`src/rtl/loader_pkg.sv`:
```
`default_nettype none
// ============================================================================
// Module : loader_pkg
// Brief  : Opcode enum, RV64 field constants and the instruction packer
//          shared by the program loader and its immediate checker.
// Rev    : 1.0  initial release
// ============================================================================
package loader_pkg;

    typedef enum logic [2:0] {
        LD   = 3'd0,
        SD   = 3'd1,
        ADDI = 3'd2,
        BEQ  = 3'd3,
        ADD  = 3'd4,
        SUB  = 3'd5
    } op_e;

    localparam logic [6:0] OPC_LOAD   = 7'b0000011;
    localparam logic [6:0] OPC_OPIMM  = 7'b0010011;
    localparam logic [6:0] OPC_STORE  = 7'b0100011;
    localparam logic [6:0] OPC_BRANCH = 7'b1100011;
    localparam logic [6:0] OPC_OP     = 7'b0110011;

    localparam logic [2:0] F3_LD   = 3'b011;
    localparam logic [2:0] F3_SD   = 3'b011;
    localparam logic [2:0] F3_ADDI = 3'b000;
    localparam logic [2:0] F3_BEQ  = 3'b000;
    localparam logic [2:0] F3_ADD  = 3'b000;

    localparam logic [6:0] F7_ADD = 7'b0000000;
    localparam logic [6:0] F7_SUB = 7'b0100000;

    localparam logic [31:0] NOP_WORD = 32'h0000_0013;

    function automatic logic op_is_legal(input logic [2:0] op);
        logic legal;
        case (op)
            LD, SD, ADDI, BEQ, ADD, SUB: legal = 1'b1;
            default:                     legal = 1'b0;
        endcase
        return legal;
    endfunction

    // Immediates wider than the target format are truncated here.
    function automatic logic [31:0] encode_instr(
        input logic [2:0]  op,
        input logic [4:0]  rd,
        input logic [4:0]  rs1,
        input logic [4:0]  rs2,
        input logic [12:0] imm
    );
        logic [31:0] word;
        case (op)
            LD:   word = {imm[11:0], rs1, F3_LD, rd, OPC_LOAD};
            ADDI: word = {imm[11:0], rs1, F3_ADDI, rd, OPC_OPIMM};
            SD:   word = {imm[11:5], rs2, rs1, F3_SD, imm[4:0], OPC_STORE};
            BEQ:  word = {imm[12], imm[10:5], rs2, rs1, F3_BEQ,
                          imm[4:1], imm[11], OPC_BRANCH};
            ADD:  word = {F7_ADD, rs2, rs1, F3_ADD, rd, OPC_OP};
            SUB:  word = {F7_SUB, rs2, rs1, F3_ADD, rd, OPC_OP};
            default: word = NOP_WORD;
        endcase
        return word;
    endfunction

endpackage
`default_nettype wire

```
`src/rtl/instr_encoder_loader_imm_range_chk.sv`:
```
`default_nettype none
// ============================================================================
// Module : imm_range_chk
// Brief  : Flags immediates that the selected format cannot represent.
//          Present only when IMM_RANGE_CHECK_EN is defined.
// Rev    : 1.0  initial release
// ============================================================================
`ifdef IMM_RANGE_CHECK_EN
module imm_range_chk
    import loader_pkg::*;
(
    input  logic [2:0]  i_op,
    input  logic [12:0] i_imm,
    output logic        o_imm_bad
);

    // A 13-bit value fits 12 signed bits exactly when its top two bits agree.
    always_comb begin
        o_imm_bad = 1'b0;
        case (i_op)
            LD, SD, ADDI: o_imm_bad = (i_imm[12] != i_imm[11]);
            BEQ:          o_imm_bad = i_imm[0];
            default:      o_imm_bad = 1'b0;
        endcase
    end

endmodule
`endif
`default_nettype wire

```
`src/rtl/instr_encoder_loader.sv`:
```
`default_nettype none
// ============================================================================
// Module : instr_encoder_loader
// Brief  : Packs decoded field bundles into RV64 words and streams them into
//          imem at one word per two cycles. Optional macro IMM_RANGE_CHECK_EN
//          rejects unrepresentable immediates instead of truncating them.
// Rev    : 1.0  initial release
// ============================================================================
module instr_encoder_loader
    import loader_pkg::*;
#(
    parameter int                 IMEM_AW   = 8,
    parameter logic [IMEM_AW-1:0] BASE_ADDR = '0
) (
    input  logic               clk,
    input  logic               rst,
    input  logic               clr,
    input  logic               in_valid,
    output logic               in_ready,
    input  logic [2:0]         in_op,
    input  logic [4:0]         in_rd,
    input  logic [4:0]         in_rs1,
    input  logic [4:0]         in_rs2,
    input  logic [12:0]        in_imm,
    input  logic               in_last,
    output logic               imem_we,
    output logic [IMEM_AW-1:0] imem_addr,
    output logic [31:0]        imem_wdata,
    output logic [IMEM_AW:0]   count,
    output logic               done,
    output logic               full,
    output logic               err
);

    localparam logic [1:0] c_st_idle  = 2'd0;
    localparam logic [1:0] c_st_write = 2'd1;
    localparam logic [1:0] c_st_done  = 2'd2;

    localparam logic [IMEM_AW-1:0] c_last_addr = {IMEM_AW{1'b1}};

    logic [1:0]         r_state;
    logic [IMEM_AW-1:0] r_ptr;
    logic               r_last;

    logic        w_accept;
    logic        w_op_legal;
    logic        w_imm_bad;
    logic [31:0] w_word;

    assign in_ready   = (r_state == c_st_idle) && !clr;
    assign w_accept   = in_valid && in_ready;
    assign w_op_legal = op_is_legal(in_op);
    assign w_word     = encode_instr(in_op, in_rd, in_rs1, in_rs2, in_imm);

`ifdef IMM_RANGE_CHECK_EN
    imm_range_chk u_imm_range_chk (
        .i_op      (in_op),
        .i_imm     (in_imm),
        .o_imm_bad (w_imm_bad)
    );
`else
    assign w_imm_bad = 1'b0;
`endif

    always_ff @(posedge clk or posedge rst) begin
        if (rst) begin
            r_state    <= c_st_idle;
            r_ptr      <= BASE_ADDR;
            r_last     <= 1'b0;
            imem_we    <= 1'b0;
            imem_addr  <= '0;
            imem_wdata <= '0;
            count      <= '0;
            done       <= 1'b0;
            full       <= 1'b0;
            err        <= 1'b0;
        end else if (clr) begin
            r_state <= c_st_idle;
            r_ptr   <= BASE_ADDR;
            r_last  <= 1'b0;
            imem_we <= 1'b0;
            count   <= '0;
            done    <= 1'b0;
            full    <= 1'b0;
            err     <= 1'b0;
        end else begin
            case (r_state)
                c_st_idle: begin
                    if (w_accept) begin
                        if (!w_op_legal || w_imm_bad) begin
                            err <= 1'b1;
                        end
                        if (w_imm_bad) begin
                            // Rejected bundle consumes no address.
                            if (in_last) begin
                                done    <= 1'b1;
                                r_state <= c_st_done;
                            end
                        end else begin
                            imem_we    <= 1'b1;
                            imem_addr  <= r_ptr;
                            imem_wdata <= w_word;
                            r_last     <= in_last;
                            r_state    <= c_st_write;
                        end
                    end
                end
                c_st_write: begin
                    imem_we <= 1'b0;
                    count   <= count + 1'b1;
                    if (r_ptr == c_last_addr) begin
                        full    <= 1'b1;
                        done    <= 1'b1;
                        r_state <= c_st_done;
                    end else begin
                        r_ptr <= r_ptr + 1'b1;
                        if (r_last) begin
                            done    <= 1'b1;
                            r_state <= c_st_done;
                        end else begin
                            r_state <= c_st_idle;
                        end
                    end
                end
                c_st_done: r_state <= c_st_done;
                default:   r_state <= c_st_idle;
            endcase
        end
    end

endmodule
`default_nettype wire
```
`config.mk`:
```
export PLATFORM = sky130hd
export DESIGN_NAME = instr_encoder_loader
export DESIGN_NICKNAME = d
export VERILOG_FILES = /design/src/rtl/loader_pkg.sv /design/src/rtl/instr_encoder_loader_imm_range_chk.sv /design/src/rtl/instr_encoder_loader.sv
export SDC_FILE = /design/constraint.sdc
export NUM_CORES = 1
export LEC_CHECK = 0
export ABC_AREA = 1
export ABC_CLOCK_PERIOD_IN_PS = 2700
export BUFFER_PORTS_ARGS = -buffer_cell sky130_fd_sc_hd__buf_2
export CELL_PAD_IN_SITES_DETAIL_PLACEMENT = 1
export CELL_PAD_IN_SITES_GLOBAL_PLACEMENT = 1
export CORE_MARGIN = 5
export CORE_UTILIZATION = 39
export DETAILED_ROUTE_END_ITERATION = 6
export PLACE_DENSITY = 0.95
export SETUP_SLACK_MARGIN = 0.1
export SLEW_MARGIN = 20
export SYNTH_ARGS = -nofsm -noshare
export SYNTH_HDL_FRONTEND = slang
export SYNTH_HIERARCHICAL = 1
export SYNTH_SLANG_ARGS = --single-unit
export TNS_END_PERCENT = 30
```
`constraint.sdc`:
```
create_clock -name clk -period 2.7 [get_ports clk]
set_input_delay 0.135 -clock clk [delete_from_list [all_inputs] [get_ports clk]]
set_output_delay 0.135 -clock clk [all_outputs]
set_load 0.02 [all_outputs]
```
# Yosys cells after proc, flatten, opt, wreduce, memory -nomap -nowiden
# Index checks and enable logic that the tools add are counted.
totals:
  register_bits: 64
  latchBits: 0
  mem_bits_rw: 0
  mem_bits_ro: 0
  input_bits: 36
  out_inout_bits: 54
  elab_cells: 72
  n_memories: 0
op_classes:
  addsub: 2
  multipliers: 0
  div: 0
  magnitude_cmp: 0
  n_eq_ne: 11
  n_shift: 0
  mux: 29
  n_bitwise: 1
  reduce_logical: 19
op_table:
  columns: ["cell", "count"]
  rows:
  - ["$pmux 32 s6", 1]
  - ["$mux 8", 3]
  - ["$mux 9", 2]
  - ["$mux 1", 17]
  - ["$reduce_and 2->1", 5]
  - ["$add 9x1->9 const B", 1]
  - ["$add 8x1->8 const B", 1]
  - ["$eq 8x8->1 const B", 1]
  - ["$mux 2", 4]
  - ["$reduce_bool 2->1", 4]
  - ["$eq 3x2->1 const B", 2]
  - ["$eq 3x3->1 const B", 2]
  - ["$pmux 2 s3", 1]
  - ["$reduce_and 3->1", 2]
  - ["$reduce_bool 3->1", 2]
  - ["$reduce_or 6->1", 1]
  - ["$ne 2x2->1 const B", 2]
  - ["$eq 3x1->1 const B", 1]
  - ["$logic_not 3->1", 1]
  - ["$ne 3x3->1 const B", 1]
  - ["$eq 2x1->1 const B", 1]
  - ["$eq 2x2->1 const B", 1]
  - ["$logic_and 1x1->1", 2]
  - ["$logic_not 2->1", 1]
  - ["other kinds (3)", 3]

# Longest topological paths before layout
logic_depth:
  ltp_word: 7
  depth_mapped: 9
  ltp_nobuf: 9

# Worst setup path after synthesis
# No wires, ideal clock.
synth_path:
  path_type: "reg2reg"
  from: "register r_ptr[0]"
  to: "register r_ptr[5]"
  setup_ns: 0.118
  t_arrival_ns: 1.110
  required_time_ns: 2.582
  path_slack_ns: 1.472
  path_stages_with_launch: 10
  path_buffers: 0
  period_less_slack_ns: 1.228
  cell_sequence: "dfrtp_1 ha_1 nand2_1 nor2_2 nand2_2 nand2_2 nand2_4 clkinv_2 nand2_1 nand2_1"
synth_via:
  elab_chain_len: 4
  word_cells_on_any_way: 7
  classes_between: "add/sub: 1; eq/ne: 2; mux: 3; reduce/logical: 1"
synth_rtl:
  columns: ["item", "line", "text"]
  rows:
  - ["start: declaration", "instr_encoder_loader.sv:42", "logic [IMEM_AW-1:0] r_ptr;"]
  - ["start signal: assignment", "instr_encoder_loader.sv:116", "r_ptr <= r_ptr + 1'b1;"]
  - ["$add 8x1->8", "instr_encoder_loader.sv:116", null]
  - ["$mux 8", "instr_encoder_loader.sv:111", "if (r_ptr == c_last_addr) begin"]
  - ["$mux 8", "instr_encoder_loader.sv:87", "case (r_state)"]
  - ["$mux 8", "instr_encoder_loader.sv:77", "end else if (clr) begin"]
# Several ways; a longest one is shown, not always the timed one. The select of a mux whose other input is x is not followed.
# A chain may end at the register's enable or synchronous reset.

# Worst setup path in the final report
layout_path:
  from: "register r_state[1]"
  to: "register imem_wdata[11]"
layout_via:
  elab_chain_len: 4
layout_rtl:
  columns: ["item", "line", "text"]
  rows:
  - ["start: declaration", "instr_encoder_loader.sv:41", "logic [1:0] r_state;"]
  - ["start signal: assignment", "instr_encoder_loader.sv:67", "r_state <= c_st_idle;"]
  - ["start signal: assignment", "instr_encoder_loader.sv:78", "r_state <= c_st_idle;"]
  - ["start signal: assignment", "instr_encoder_loader.sv:97", "r_state <= c_st_done;"]
  - ["$logic_not 2->1 *", "instr_encoder_loader.sv:50, instr_encoder_loader.sv:87", null]
  - ["$logic_and 1x1->1", "instr_encoder_loader.sv:50", "assign in_ready = (r_state == c_st_idle) && !clr;"]
  - ["$logic_and 1x1->1", "instr_encoder_loader.sv:51", "assign w_accept = in_valid && in_ready;"]
  - ["$reduce_and 3->1 (no line) *", null, null]
  - ["end signal: assignment", "instr_encoder_loader.sv:102", "imem_wdata <= w_word;"]
  - ["end: declaration", "instr_encoder_loader.sv:28", "output logic [31:0] imem_wdata,"]
# Every way passes the cells marked *; elsewhere a longest branch is shown, timed or not.

==> qor.yml <==
run_status:
  status: "finished, final reports clean"
pwr:
  powerDensity_nw_per_um2: 648
  irDropWorstVdd_mv: 0.317
  power.leakage_nw: 1.91
  power_mw: 2.28
layout:
  instances_no_fill: 532
  diodes: 0
  finalInstanceArea_sq_um: 3520
  drive_gt1_frac: 0.300
  utilization: 0.491
  area_delta_synth_final_pct: 23.7
  nets: 466
sta:
  tightestPinTransition_ns: 0.577
  finalClockSkew_ns: 0.00662
  rsz0062_at_grt: "false"
  setup_viol: 0
  hold_viol_final: 0
  setup_slack_ns: 0.821
  maxSlewViolCount: 0
  fmax_mhz: 532
  fin_hold_ws_ns: 0.0202
  slew-limit-headroom: 0.615
  final.period_utilization: 0.696
  setup_tns_ns: 0
  layout_min_cycle_time_ns: 1.88
clocking:
  htree_levels: 3
  cts_tree: "done"
  cts_num_sinks: 59
  clkSlewWorstSetupHoldPaths_ns: 0.07
  clk_latency_ns: 0.34
  cts_made_buffers: 9
  cts-root-buf: "clkbuf_8"
  cts_setup_buffers: 0
  clock_path_buffers: 2
min_path:
  hold_path.class: "in -> reg"
  holdPathEnd: "imem_wdata[26]$_DFFE_PP0P_"
  worstHoldPathCells: 3
  hp-start: "in_imm[6]"
global_route:
  grt_max_degree: 52
  track_usage: 0.194
  antenna_found_initial: 0
  grt_first_pass_wirelength_mm: 13.7
  grt.overflow.total: 0
  grt_pass1_vias: 2940
worst_setup_path:
  r2r_slack_ns: 0.82
  r2r_cells: 6
  crit_fanout: 51
  worst_r2r_endpoint: "imem_wdata[11]$_DFFE_PP0P_"
  crit_type: "reg -> reg"
  crit_path_end_kind: "register"
  arrival_ns: 2.08
  r2r-start: "r_state[1]$_DFFE_PP0P_"
  start_kind: "register"
  required_ns: 2.91
yosys:
  yosysUniqueCellTypes: 31
  synth_area_per_cell_sq_um: 8.32
  synth_top_area_frac: 0.519
  ys_ff_latch: 59
  ys_seq_area_frac: 0.519
  syn_inst: 342
  syn_area_sq_um: 2850
  netlist_top_cells_area: "dfrtp_1, nand2_1, nand3_1, inv_1, nor2_1"
  yosys_warnings: 6
  synth_top_area_cell: "dfrtp_1"
floorplan:
  die_h_um: 95.4
  initial_utilization: 0.397
  die-width_um: 95.4
  fp.coreArea_sq_um: 7180
  dieArea_sq_um: 9110
  std_cell_rows: 31
  ios: 90
placed_design:
  placed_cells: 515
  pre_cts_ws_ns: 0.842
  placed_cell_area_sq_um: 3300
  hpwl_mm: 6.11
  io_buffers: 86
  routabilityCongestion: 0.811
routing:
  postRouteAntennaNets: 0
  vias: 2631
  wl_mm: 8.32
  first_pass_iters: 4
  drc_errors: 0
  drt-initial-drc-count: 100
  via_per_inst: 4.95
  wire_per_inst_um: 15.6
flow_run:
  drv_cap: 0
## area by class of cell
| type | count | area (sq um) |
|---|---|---|
| Clock buffer | 9 | 124 |
| Timing Repair Buffer | 89 | 455 |
| Fill cell | 911 | 3650 |
| Inverter | 33 | 128 |
| Multi-Input combinational cell | 236 | 1120 |
| Clock inverter | 7 | 91.3 |
| Tap cell | 99 | 124 |
| Sequential cell | 59 | 1480 |
## Yosys cell counts (all sizes together)
cell,number
nand2,126
dfrtp,59
inv,32
nor2,28
nand3,24
o21ai,24
buf,16
a22oi,9
a21oi,5
nand4,5
nor3,3
ha,2
o31ai,2
xor2,2
clkinv,1
conb,1
nor3b,1
o21a,1
or2,1
## layer usage
| metal | vias up | wire length, um | GRT usage |
|---|---|---|---|
| li1 | 1257 | - | - |
| met1 | 1283 | 3420 | 0.229 |
| met2 | 71 | 4250 | 0.324 |
| met3 | 20 | 437 | 0.0560 |
| met4 | 0 | 218 | 0.0948 |
| met5 | - | 0 | 0 |
## critical path, stage by stage, from the launching register on
cell     delay [ns]
dfrtp_1        0.44
inv_2          0.10
nand3_2        0.12
nor2_4         0.47
inv_4          0.36
nand2_1        0.18
o21ai_2        0.06
## state kept, by name (all words and copies together) (netlist names)
| register | count |
|---|---|
| imem_we | 1 |
| err | 1 |
| imem_addr | 8 |
| done | 1 |
| r_state | 2 |
| r_ptr | 8 |
| r_last | 1 |
| imem_wdata | 27 |
| count | 9 |
| full | 1 |
## logic make-up (layout without fill, tap and decap cells)
group | after synthesis | count (layout) | share of synthesized area
AND/OR/NAND/NOR | 188 | 188 | 0.282
flip-flops | 59 | 59 | 0.519
buffers and inverters | 49 | 138 | 0.0897
AO/OA/AOI/OAI | 41 | 41 | 0.0932
adder cells (fa/ha/maj) | 2 | 2 | 0.00879
XOR/XNOR | 2 | 2 | 0.00615
other | 1 | 3 | 0.00132
## repair_timing
action | in CTS | in global routing
hold buffers | 1 | 0
gates resized for setup | 0 | 0
endpoints found under the hold margin | 19 | 0
## worst max-delay path by stage
stage,start,to,depth (start not counted)
finish,r_state[1]$_DFFE_PP0P_,imem_wdata[11]$_DFFE_PP0P_,6
global route,r_state[1]$_DFFE_PP0P_,imem_addr[6]$_DFFE_PP0P_,6
CTS,r_state[1]$_DFFE_PP0P_,imem_wdata[11]$_DFFE_PP0P_,6
detailed placement,r_state[1]$_DFFE_PP0P_,imem_wdata[11]$_DFFE_PP0P_,6
global placement,r_state[1]$_DFFE_PP0P_,imem_wdata[11]$_DFFE_PP0P_,6
floorplan,rst,count[0]$_DFFE_PP0N_,1
## layout by cell type, fill, tap and decap left out, types with 2 or more instances in the layout
master	netlist	final
clkbuf_8	0	9
nor2_2	3	3
nand2_2	3	3
o31ai_1	2	2
conb_1	1	3
xor2_1	2	2
o21ai_2	8	8
dfrtp_1	59	59
inv_1	28	27
o21ai_0	5	5
nor3_2	2	2
nand4_1	5	5
ha_1	2	2
nand3_1	23	23
buf_4	9	2
clkinv_2	1	4
nor2_1	24	24
o21ai_1	11	11
inv_2	3	4
nand2_1	122	122
buf_2	3	86
bufinv_16	0	2
a22oi_1	9	9
a21oi_1	5	5
## where the power goes
part           leakage [nW]  switching (mW)  internal (mW)
sequential            0.787          0.0447          0.956
clock                 0.109           0.376          0.518
combinational          1.01           0.266          0.123
Power figures use the tool's default switching activity.
